==> config.mk <==
export PLATFORM = sky130hd
export DESIGN_NAME = paso_banda_svf
export DESIGN_NICKNAME = d
export VERILOG_FILES = /design/src/rtl/paso_banda_svf.sv
export SDC_FILE = /design/constraint.sdc
export NUM_CORES = 1
export LEC_CHECK = 0
export ABC_AREA = 1
export CORE_MARGIN = 10
export CORE_UTILIZATION = 55
export DETAILED_ROUTE_END_ITERATION = 10
export GPL_ROUTABILITY_DRIVEN = 0
export GPL_TIMING_DRIVEN = 0
export PLACE_DENSITY = 0.84
export SLEW_MARGIN = 20
export SYNTH_ARGS = -nofsm -noshare
export SYNTH_HDL_FRONTEND = slang
export SYNTH_SLANG_ARGS = --single-unit
==> constraint.sdc <==
create_clock -name clk -period 15.1 [get_ports clk]
set_input_delay 3.02 -clock clk [delete_from_list [all_inputs] [get_ports clk]]
set_output_delay 3.02 -clock clk [all_outputs]
set_load 0.01 [all_outputs]
==> src/rtl/paso_banda_svf.sv <==
// Second-order state-variable (Chamberlin) band-pass filter in signed Q8.12.
// Each EN strobe runs one full lp -> hp -> bp update in a single clock edge.
module paso_banda_svf #(
  parameter int W    = 21,
  parameter int FRAC = 12,
  parameter int F    = 1024,
  parameter int QD   = 4096
) (
  input  logic                clk,
  input  logic                rst,
  input  logic signed [W-1:0] u,
  input  logic                EN,
  output logic signed [W-1:0] y1,
  output logic signed [W-1:0] y2,
  output logic signed [W-1:0] y3
);

  localparam int unsigned PW = 2 * W;
  localparam int unsigned SW = W + 2;
  localparam int unsigned GW = PW - W + 1;

  localparam logic signed [W-1:0] C_F    = W'(F);
  localparam logic signed [W-1:0] C_QD   = W'(QD);
  localparam logic signed [W-1:0] C_MAXV = {1'b0, {(W-1){1'b1}}};
  localparam logic signed [W-1:0] C_MINV = {1'b1, {(W-1){1'b0}}};

  logic signed [W-1:0] r_bp;
  logic signed [W-1:0] r_lp;
  logic signed [W-1:0] r_hp;

  logic signed [W-1:0]  w_mf_bp;
  logic signed [W-1:0]  w_mq_bp;
  logic signed [W-1:0]  w_mf_hp;
  logic signed [SW-1:0] w_lp_sum;
  logic signed [SW-1:0] w_hp_sum;
  logic signed [SW-1:0] w_bp_sum;
  logic signed [W-1:0]  w_lp_n;
  logic signed [W-1:0]  w_hp_n;
  logic signed [W-1:0]  w_bp_n;

  // Clamp a (W+2)-bit sum: in range only when the top three bits agree.
  function automatic logic signed [W-1:0] sat_sum(input logic signed [SW-1:0] x);
    logic signed [W-1:0] res;
    if (x[SW-1:W-1] == {3{x[SW-1]}}) begin
      res = x[W-1:0];
    end else if (x[SW-1]) begin
      res = C_MINV;
    end else begin
      res = C_MAXV;
    end
    return res;
  endfunction

  // Full-width product, floor shift by FRAC, then clamp back to W bits.
  function automatic logic signed [W-1:0] mul_q(input logic signed [W-1:0] a,
                                                input logic signed [W-1:0] b);
    logic signed [PW-1:0] p;
    logic signed [PW-1:0] s;
    logic signed [W-1:0]  res;
    p = PW'(a) * PW'(b);
    s = p >>> FRAC;
    if (s[PW-1:W-1] == {GW{s[PW-1]}}) begin
      res = s[W-1:0];
    end else if (s[PW-1]) begin
      res = C_MINV;
    end else begin
      res = C_MAXV;
    end
    return res;
  endfunction

  // Update chain; hp uses the new lp, bp uses the new hp.
  always_comb begin
    w_mf_bp  = mul_q(C_F, r_bp);
    w_mq_bp  = mul_q(C_QD, r_bp);
    w_lp_sum = SW'(r_lp) + SW'(w_mf_bp);
    w_lp_n   = sat_sum(w_lp_sum);
    w_hp_sum = SW'(u) - SW'(w_lp_n) - SW'(w_mq_bp);
    w_hp_n   = sat_sum(w_hp_sum);
    w_mf_hp  = mul_q(C_F, w_hp_n);
    w_bp_sum = SW'(r_bp) + SW'(w_mf_hp);
    w_bp_n   = sat_sum(w_bp_sum);
  end

  always_ff @(posedge clk) begin
    if (rst) begin
      r_bp <= '0;
      r_lp <= '0;
      r_hp <= '0;
    end else if (EN) begin
      r_bp <= w_bp_n;
      r_lp <= w_lp_n;
      r_hp <= w_hp_n;
    end
  end

  assign y1 = r_bp;
  assign y2 = r_lp;
  assign y3 = r_hp;

endmodule

==> results of run 1 <==
==> cells in the mapped netlist, types with 3 or more instances <==
library cell,number,area (sq um)
a21o_1,5,37.54
buf_6,6,67.56
dfxtp_1,63,1261
a21oi_1,113,565.5
nand3_1,76,380.4
fa_1,23,460.4
o21bai_1,11,82.58
ha_1,66,825.8
and3_1,3,18.77
nand2_1,283,1062
nand3_2,4,40.04
nand4_1,19,118.9
nand2_2,19,118.9
clkbuf_1,15,56.30
xnor2_1,20,175.2
o211ai_1,4,30.03
xor2_1,29,254.0
o21ai_0,66,330.3
inv_1,166,623.1
nor2_1,98,367.9
nor2_4,3,33.78
a21oi_2,3,26.28
a31oi_1,4,25.02
nor2_2,4,25.02
buf_2,5,25.02
a21boi_0,4,30.03
nor3_1,6,30.03
==> layout make-up <==
class                      instances  area (sq um)
multi-input combinational        879          5175
fill                            1124          4095
sequential                        63          1261
timing repair buffer              85         850.8
inverter                         168         633.1
clock buffer                       9         225.2
tap                              172         215.2
buffer                            31         214.0
clock inverter                     7         103.9
==> through the flow <==
step	util	instance area [sq um]
global placement	0.6536	8349
finish	0.6794	8678
detailed placement	0.6536	8349
floorplan	-	7283
CTS	0.6794	8678
global route	0.6794	8678
==> worst min-delay path: cells and delay by family, from the launching register on <==
kind	cells	cell delay [ns]
simple gates	1	0.06
flops	1	0.31
compound gates	1	0.05
==> registers in the layout, summed over array words and instances (netlist names) <==
name and cells:
y1 21, y2 21, y3 21
==> kinds of logic after synthesis <==
family,after synthesis
xor gates and xnor gates,49
and+or+nand+nor,523
DFF,63
buffers and inverters,199
adders and majority gates,89
AOI/OAI and AO/OA,218
==> path summary, 6_finish.rpt <==
kind / startpoint / endpoint / slack [ns] / cells past startpoint
min: y3[0]$_SDFFE_PP0P_ / y3[0]$_SDFFE_PP0P_ / 0.47 / 2
min reg2reg: y3[0]$_SDFFE_PP0P_ / y3[0]$_SDFFE_PP0P_ / 0.47 / 2
max: u[0] / y1[4]$_SDFFE_PP0P_ / 6.84 / 32
max reg2reg: y1[2]$_SDFFE_PP0P_ / y1[4]$_SDFFE_PP0P_ / 7.02 / 43
==> layer usage <==
layer | GRT usage | routed length, microns | vias up
li1 | - | - | 3894
met1 | 0.3191 | 9467 | 3651
met2 | 0.4100 | 10760 | 439
met3 | 0.04822 | 2626 | 99
met4 | 0.1537 | 1295 | 0
met5 | 0 | 0 | -
==> cell usage in the layout (no fill, tap or decap), types with 15 or more instances in the layout <==
cell / n
nand2_1: 283
xnor2_1: 20
nand3_1: 76
clkdlybuf4s50_1: 85
inv_1: 166
nor2_1: 98
nand4_1: 19
ha_1: 66
clkbuf_1: 15
a21oi_1: 113
xor2_1: 29
dfxtp_1: 63
o21ai_0: 66
nand2_2: 19
fa_1: 23
==> qor.yml, run 1 <==
clocking:
  numCtsBuffers: 9
  htreeDepth: 3
  cts_setup_buffers: 0
  cts.repair.resized: 0
  cts_hold_buf: 0
  cts_tree: "built"
  root_buffer: "clkbuf_16"
  path_clk_slew_ns: 0.06
  clock_latency_ns: 0.35
  cts_sinks: 63
  cts_buffer_depth: 2
synthesis:
  syn_area_per_cell_sq_um: 6.383
  synth_fa_ha_area_frac: 0.1766
  synth_edf_count: 0
  ys.flop_type: "dfxtp_1"
  async_flop_share: 0
  synth-simple-area-share: 0.3099
  syn_inst: 1141
  ys_seq_area_frac: 0.1732
  synth_compound_area_frac: 0.1651
  netlist-cell-type-count: 44
  syn_area_sq_um: 7283
  synthXorXnorAreaFrac: 0.05892
  synth_top_family_by_area: "simple AND/OR/NAND/NOR gates"
  ys_ff_latch: 63
  yosysWarnings: 0
  synth.area.mux_share: 0
  syn-num-nets: 1254
global_routing:
  grt_max_degree: 14
  track_usage: 0.2584
  antenna_found_initial: 0
  grt-ovfl-total: 0
  grt_pass1_vias: 7492
  grt_pass1_wl_mm: 37.47
final_layout:
  stdcell_count: 1414
  areaGrowthSynthToFinish_pct: 19.15
  drive_above_1_share: 0.05878
  finish.net_count: 1350
  antenna_cells: 0
placement:
  io_buffers: 85
  placed_cells: 1398
  dp_hpwl_mm: 19.44
  post-place-ws_ns: 6.608
floorplan:
  core_sq_um: 12770
  ios: 87
  die_x_microns: 135.1
  die_height_microns: 135.1
  fp.dieArea_sq_um: 18250
  start_util: 0.5702
  row_count: 41
sta:
  drv_slew: 0
  tns_ns: 0
  period_minus_slack_ns: 8.258
  setup_viol: 0
  clock_skew_ns: 0.006807
  report.final.hold_viol_count: 0
  timing.hold.ws_ns: 0.4652
  layout_setup_ws_ns: 6.843
  fmax_mhz: 121.1
  max_slew_margin: 0.5384
  fin_crit_sh: 0.5469
  worstMarginPinSlew_ns: 0.6924
  rsz0062_at_grt: "no"
route:
  wl_mm: 24.15
  dr.pass1.iters: 6
  drt_iter0_drc: 785
  vias_per_cell: 5.716
  ant_nets: 0
  vias: 8083
  routedWlPerCell_microns: 17.08
  drc: 0
status:
  status: "finished clean"
worst_hold_path:
  hp-class: "register to register"
critical_path:
  crit_path_top_delay_cell: "fa_1"
  cp_slowest_stage_delay_ns: 0.56
  cp_num_buf_inv: 6
  path_class: "input port to register"
  worstPathMaxFanout: 10
  endpoint_kind: "register"
  worst-endpoint-arrival_ns: 8.49
  cp.required_ns: 15.34
  crit_family: "simple AND/OR/NAND/NOR gates"
  cp_common_cell: "nand2_1"
  start_kind: "input port"
flow_run:
  maxCapViolations: 0
Power of run 1 is not shown: default switching activity piles up to over one toggle a cycle in this logic, so the estimate is an artifact.
==> run 2: changes to the inputs <==
==> constraint.sdc (replaced) <==
create_clock -name clk -period 8.1 [get_ports clk]
set_input_delay 1.62 -clock clk [delete_from_list [all_inputs] [get_ports clk]]
set_output_delay 1.62 -clock clk [all_outputs]
set_load 0.01 [all_outputs]
==> run 2 against run 1 <==
  * Register-to-register slack worse by 6.5 ns
  * Global-route usage unchanged
  * Count of clock-buffer cells in the layout unchanged
  * Setup slack lost 6.3 ns
  * Critical path depth up 11
==> qor.yml, run 2 (synthesized netlist as in run 1, its figures left out) <==
clocking:
  cts_sinks: 63
  cts_buffer_depth: 2
  cts_hold_buf: 0
  htreeDepth: 3
  clock_latency_ns: 0.35
  cts_tree: "built"
  path_clk_slew_ns: 0.06
  root_buffer: "clkbuf_16"
  numCtsBuffers: 9
placement:
  io_buffers: 85
  dp_hpwl_mm: 19.44
  post-place-ws_ns: 0.2325
critical_path:
  worstPathMaxFanout: 10
  crit_path_top_delay_cell: "fa_1"
  cp.required_ns: 8.34
  cp_slowest_stage_delay_ns: 0.48
  path_class: "register to register"
  cp_num_buf_inv: 7
  start_kind: "register"
  timing.rr.start: "y1[2]$_SDFFE_PP0P_"
  cp_common_cell: "nand2_1"
  crit_family: "simple AND/OR/NAND/NOR gates"
  worst-endpoint-arrival_ns: 7.84
  crit_start: "y1[2]$_SDFFE_PP0P_"
  endpoint_kind: "register"
route:
  ant_nets: 0
  vias_per_cell: 5.707
  vias: 8081
  drt_iter0_drc: 842
  routedWlPerCell_microns: 17.25
  drc: 0
  dr.pass1.iters: 6
  wl_mm: 24.42
worst_hold_path:
  min-delay-start: "y3[0]$_SDFFE_PP0P_"
  hp-class: "register to register"
global_routing:
  grt_use_met2: 0.4100
  use_met3: 0.04822
  met1_usage: 0.3191
  track_usage: 0.2584
  grt_max_degree: 14
  grt_pass1_wl_mm: 37.47
  antenna_found_initial: 0
  grt-ovfl-total: 0
  grt_busiest_layer: "met2"
  grt_pass1_vias: 7492
final_layout:
  layout_commonest_cell: "nand2_1"
  finish.net_count: 1352
  areaGrowthSynthToFinish_pct: 19.77
  final_cell_mix: "283 x nand2_1, 166 x inv_1, 113 x a21oi_1, 97 x nor2_1, 85 x clkdlybuf4s50_1"
  antenna_cells: 0
  multi_input_area_sq_um: 5191
  seq_area_sq_um: 1262
  fillCellCount: 1120
  drive_above_1_share: 0.06350
sta:
  fmax_mhz: 131.6
  max_slew_margin: 0.5361
  drv_slew: 0
  period_minus_slack_ns: 7.597
  report.final.hold_viol_count: 0
  layout_setup_ws_ns: 0.5030
  worstMarginPinSlew_ns: 0.6958
  setup_viol: 0
  clock_skew_ns: 0.006881
  fin_crit_sh: 0.9379
floorplan:
  die_height_microns: 135.1
  start_util: 0.5702
  core_sq_um: 12770
  die_x_microns: 135.1
  row_count: 41
  ios: 87
  fp.dieArea_sq_um: 18250
flow_run:
  maxCapViolations: 0
status:
  status: "finished clean"
run 2: worst register-to-register path: cells and delay by family, from the launching register on:
| kind | cells | cell delay [ns] |
|---|---|---|
| adder cells (fa/ha/maj) | 6 | 2.11 |
| AO/OA/AOI/OAI | 3 | 0.52 |
| AND/OR/NAND/NOR | 27 | 3.48 |
| buffers and inverters | 7 | 0.91 |
| flip-flops | 1 | 0.46 |
run 2: repair_timing:
item / CTS / global route
endpoints found under the setup margin: 0 / 20
gates resized for setup: 0 / 8
buffers inserted: 0 / 2
run 2: worst paths after layout:
check                             to  slack [ns]  cells past startpoint
setup reg to reg  y1[4]$_SDFFE_PP0P_        0.50                     43
hold / removal    y3[0]$_SDFFE_PP0P_        0.47                      2
hold reg to reg   y3[0]$_SDFFE_PP0P_        0.47                      2
setup / recovery  y1[4]$_SDFFE_PP0P_        0.50                     43
run 2: through the flow:
| stage | util | cell area [sq um] | instances | setup TNS [ns] | hold WS, ns |
|---|---|---|---|---|---|
| 2_1_floorplan | - | 7283 | 1141 | 0 | 0.4900 |
| 3_3_place_gp | 0.6536 | 8349 | 1398 | 0 | 0.4561 |
| 3_5_place_dp | 0.6536 | 8349 | 1398 | 0 | 0.4572 |
| 4_1_cts | 0.6794 | 8678 | 1414 | 0 | 0.4668 |
| 5_1_grt | 0.6829 | 8723 | 1416 | -0.01226 | 0.4918 |
| 6_report | 0.6829 | 8723 | 1416 | 0 | 0.4653 |
run 2: metal layers:
layer	wire length, microns	share of wire
met2	10770	0.44
met5	0	0
met1	9734	0.40
met3	2541	0.10
met4	1378	0.056
run 2: cell type report:
cell class                 count  share of cell area
clock inverter                 7             0.01190
tap                          172             0.02467
timing repair buffer          87              0.1007
sequential                    63              0.1447
inverter                     168             0.07258
buffer                        31             0.02453
multi-input combinational    879              0.5951
clock buffer                   9             0.02582
Power of run 2 is left out for the same reason.
==> run 3: changes to the inputs <==
--- a/config.mk
+++ b/config.mk
@@ -7,11 +7,12 @@
 export LEC_CHECK = 0
 export ABC_AREA = 1
 export CORE_MARGIN = 10
-export CORE_UTILIZATION = 55
+export CORE_UTILIZATION = 45
+export CTS_CLUSTER_SIZE = 14
 export DETAILED_ROUTE_END_ITERATION = 10
 export GPL_ROUTABILITY_DRIVEN = 0
 export GPL_TIMING_DRIVEN = 0
-export PLACE_DENSITY = 0.84
+export PLACE_DENSITY = 0.72
 export SLEW_MARGIN = 20
 export SYNTH_ARGS = -nofsm -noshare
 export SYNTH_HDL_FRONTEND = slang
==> run 3 against run 2 <==
  * Design area up 0.67%
  * Die area grew 19%
  * First-iteration DRC count down 16%
  * Via count decreased by 3.5%
  * Global-route usage is 3.6 points lower
  * Critical path type unchanged
==> qor.yml, run 3 (synthesized netlist as in run 1, its figures left out) <==
floorplan:
  die_height_microns: 147.2
  die_x_microns: 147.2
  start_util: 0.4585
  ios: 87
  core_sq_um: 15890
  fp.dieArea_sq_um: 21670
  row_count: 46
global_routing:
  grt_use_met2: 0.3726
  grt_max_degree: 13
  antenna_found_initial: 0
  grt-ovfl-total: 0
  grt_pass1_vias: 7295
  grt_busiest_layer: "met2"
  track_usage: 0.2221
  use_met3: 0.05344
  met1_usage: 0.2701
  grt_pass1_wl_mm: 38.31
route:
  routedWlPerCell_microns: 17.05
  vias: 7795
  drc: 0
  vias_per_cell: 5.332
  drt_iter0_drc: 704
  wl_mm: 24.93
  dr.pass1.iters: 5
  ant_nets: 0
placement:
  dp_hpwl_mm: 20.16
  io_buffers: 85
critical_path:
  worst-endpoint-arrival_ns: 7.74
  cp_common_cell: "nand2_1"
  crit_path_top_delay_cell: "fa_1"
  endpoint_kind: "register"
  worstPathMaxFanout: 10
  cp.required_ns: 8.38
  cp_slowest_stage_delay_ns: 0.52
  start_kind: "register"
  path_class: "register to register"
final_layout:
  drive_above_1_share: 0.06421
  antenna_cells: 0
  final_cell_mix: "283 x nand2_1, 166 x inv_1, 112 x a21oi_1, 98 x nor2_1, 85 x clkdlybuf4s50_1"
  layout_commonest_cell: "nand2_1"
  areaGrowthSynthToFinish_pct: 20.58
  fillCellCount: 1615
  finish.net_count: 1354
  final_util: 0.5529
clocking:
  path_clk_slew_ns: 0.06
  numCtsBuffers: 9
  cts_sinks: 63
  cts_buffer_depth: 2
  cts_tree: "built"
  cts_hold_buf: 0
  root_buffer: "clkbuf_16"
  htreeDepth: 3
  clock_latency_ns: 0.35
sta:
  fmax_mhz: 134.0
  max_slew_margin: 0.5511
  setup_viol: 0
  worstMarginPinSlew_ns: 0.6734
  report.final.hold_viol_count: 0
  rsz0062_at_grt: "no"
  period_minus_slack_ns: 7.460
  tns_ns: 0
  clock_skew_ns: 0.006340
  fin_crit_sh: 0.9210
  drv_slew: 0
status:
  status: "finished clean"
flow_run:
  maxCapViolations: 0
worst_hold_path:
  hp-class: "register to register"
## run 3: changes by cell type in the layout (fill, tap and decap cells not counted), sizes merged
cell,previous run,this run
buf,15,16
clkbuf,26,28
clkinv,2,1
clkinvlp,0,2
inv,171,169
## run 3: worst paths after layout
check / cells after the start / endpoint / slack [ns] / start
max: 42 / y1[16]$_SDFFE_PP0P_ / 0.64 / y1[2]$_SDFFE_PP0P_
min: 2 / y3[1]$_SDFFE_PP0P_ / 0.47 / y3[1]$_SDFFE_PP0P_
max reg2reg: 42 / y1[16]$_SDFFE_PP0P_ / 0.64 / y1[2]$_SDFFE_PP0P_
min reg2reg: 2 / y3[1]$_SDFFE_PP0P_ / 0.47 / y3[1]$_SDFFE_PP0P_
## run 3: final cells by class
class,instances,area (sq um),area share
sequential,63,1262,0.1438
buffer,31,216.5,0.02465
multi-input combinational,879,5187,0.5907
clock inverter,6,92.59,0.01054
tap,216,270.3,0.03077
clock buffer,10,239.0,0.02721
inverter,168,633.1,0.07209
timing repair buffer,89,880.8,0.1003
## run 3: routing by layer
| layer | part of all wire | wire length, microns |
|---|---|---|
| met1 | 0.42 | 10410 |
| met5 | 0 | 0 |
| met4 | 0.028 | 694 |
| met3 | 0.086 | 2144 |
| met2 | 0.47 | 11680 |
## run 3: worst max-delay path, delay by kind of cell (launching register included)
family,cells,cell delay (ns)
and+or+nand+nor,22,2.59
adders and majority gates,7,2.30
buffers and inverters,7,0.83
DFF,1,0.40
AOI/OAI and AO/OA,6,1.27
## run 3: what timing repair did
action	in CTS	in global routing
gates resized for setup	0	7
setup endpoints to repair	0	20
setup buffers	0	4
## run 3: through the flow
step	area, sq um	setup WS, ns	hold slack, ns	cells
6_report	8782	0.6399	0.4666	1462
5_1_grt	8782	0.08133	0.4997	1462
3_3_place_gp	8404	0.4236	0.4668	1442
3_5_place_dp	8404	0.3309	0.4605	1442
2_1_floorplan	7283	1.717	0.4900	1141
4_1_cts	8736	0.2918	0.4688	1458
Power of run 3 is left out for the same reason.
==> RTL change (config.mk and constraints of run 1) <==
Reset style: asynchronous (`rst`), changed in one clocked block.
--- a/src/rtl/paso_banda_svf.sv
+++ b/src/rtl/paso_banda_svf.sv
@@ -83,5 +83,5 @@
   end
 
-  always_ff @(posedge clk) begin
+  always_ff @(posedge clk or posedge rst) begin
     if (rst) begin
       r_bp <= '0;
Function: changed (a bounded check fails within 4 cycles, from zero or initial values and one cycle with rst high; the reset may be asserted at any time).
==> RTL change against run 1 <==
  * Register-to-register slack gained 0.33 ns
  * Sequential share of layout area grew 3.0 points
  * Design area grew 3.7%
  * Worst setup slack lost 0.032 ns
  * Routed wire length shrank 1.1%
  * Clock skew is 0.0035 ns higher
  * Area after synthesis grew 3.6%
  * Sequential cell count unchanged
Power is left out: the tool's default activity adds up to more than one toggle a clock period on the data nets, which glitch-free logic cannot reach.
==> RTL change: results (changes against run 1) <==
cts_root_buf: "clkbuf_16"
synthTopCellsByArea: "nand2_1 (21%), dfrtp_1 (21%), ha_1 (11%)"
arrival_ns: 8.55  # +0.06 ns
drive_above_1_share_pct: 4.33  # -1.5 points
post-cts-setup-buffers: 0  # unchanged
clock_latency_ns: 0.35  # about the same
yosys_warnings: 0  # unchanged
wl_per_cell_um: 16.2  # -4.9%
drtIter0Drc: 936  # +19%
syn_area_per_cell_um2: 6.33  # -0.83%
synthTopCellsByCount: "nand2_1 (426), inv_1 (178), nor2_1 (89), nand3_1 (84), a21oi_1 (80)"
dr_total_vias: 8217  # +1.7%
grt_pass1_vias: 7868  # +5.0%
finClkSkew_ns: 0.0103  # +0.00353 ns
syn_nets: 1305  # +4.1%
numPortBuffers: 85  # unchanged
grt_usage_pct: 25.9  # +0.080 points
fin_tns_setup_ns: 0  # unchanged
worst_pin_slew_ns: 0.635  # -0.0570 ns
cpPeakStageDelay_ns: 0.57
dpl.hpwl_mm: 19.1  # -1.8%
synth-async-reset-ratio_pct: 100  # +100 points
grt_max_degree: 60  # +46
htree_levels: 3  # unchanged
status: "finished, final reports clean"
ys_seq_area_share_pct: 20.9  # +3.6 points
antenna_cells: 0  # unchanged
synth_flop_cell: "dfrtp_1"
dp_cells: 1454  # +4.0%
viasPerCell: 5.59  # -2.2%
firstDrtPassIters: 8  # +2
final_nets: 1402  # +3.9%
cts_max_path_buffers: 2  # unchanged
cts_resized: 0  # unchanged
synth_cell_types: 33  # -25%
grt_pass1_wl_mm: 38.7  # +3.2%
clkTransAtPathRegs_ns: 0.05
[RTL change: kinds of logic after synthesis]
group,count (synthesis),synth area share [%]
AOI/OAI and AO/OA,135,9.82
xor gates and xnor gates,48,5.57
adders and majority gates,89,17.0
buffers and inverters,207,11.2
DFF,63,20.9
and+or+nand+nor,650,35.5
[RTL change: path summary, 6_finish.rpt]
| kind | slack [ns] | depth (start not counted) | from | to |
|---|---|---|---|---|
| max | 6.81 | 35 | u[0] | y1[14] |
| min | 0.48 | 2 | y3[12] | y3[12] |
| max reg2reg | 7.35 | 48 | y1[2] | y1[14] |
| min reg2reg | 0.48 | 2 | y3[12] | y3[12] |
| max in group asynchronous | 11.71 | 3 | rst | y2[4] |
| min in group asynchronous | 2.90 | 2 | rst | y1[2] |
[RTL change: per-stage QoR]
stage / utilization [%] / area, um2 / setup slack [ns] / hold slack [ns]
after floorplan: - / 7550 / 7.91 / 0.516
final: 67.4 / 9000 / 6.81 / 0.479
after detailed placement: 64.8 / 8650 / 6.53 / 0.466
after global placement: 64.6 / 8620 / 6.65 / 0.464
after CTS: 67.4 / 9000 / 6.85 / 0.487
after global routing: 67.4 / 9000 / 6.37 / 0.503
[RTL change: layout make-up]
class | instances | area, um2
flip-flops and latches | 63 | 1580
plain buffers | 27 | 166
fillers | 1189 | 4350
inverters | 180 | 678
well taps | 176 | 220
multi-input cells | 922 | 5130
clock inverters | 6 | 116
clock buffers | 10 | 239
repair buffers | 86 | 878
[RTL change: critical path, delay by kind of cell]
kind	cells	cell delay, ns
compound gates	3	0.70
fa+ha+maj	5	1.82
buf+inv	7	0.97
simple gates	20	2.01
[RTL change: metal layers]
| layer | part of all wire (%) | global-route usage [%] | routed length (um) |
|---|---|---|---|
| met1 | 41 | 32.8 | 9740 |
| met2 | 43 | 40.1 | 10400 |
| met3 | 11 | 6.23 | 2580 |
| met4 | 5.0 | 13.6 | 1210 |
| met5 | 0 | 0 | 0 |
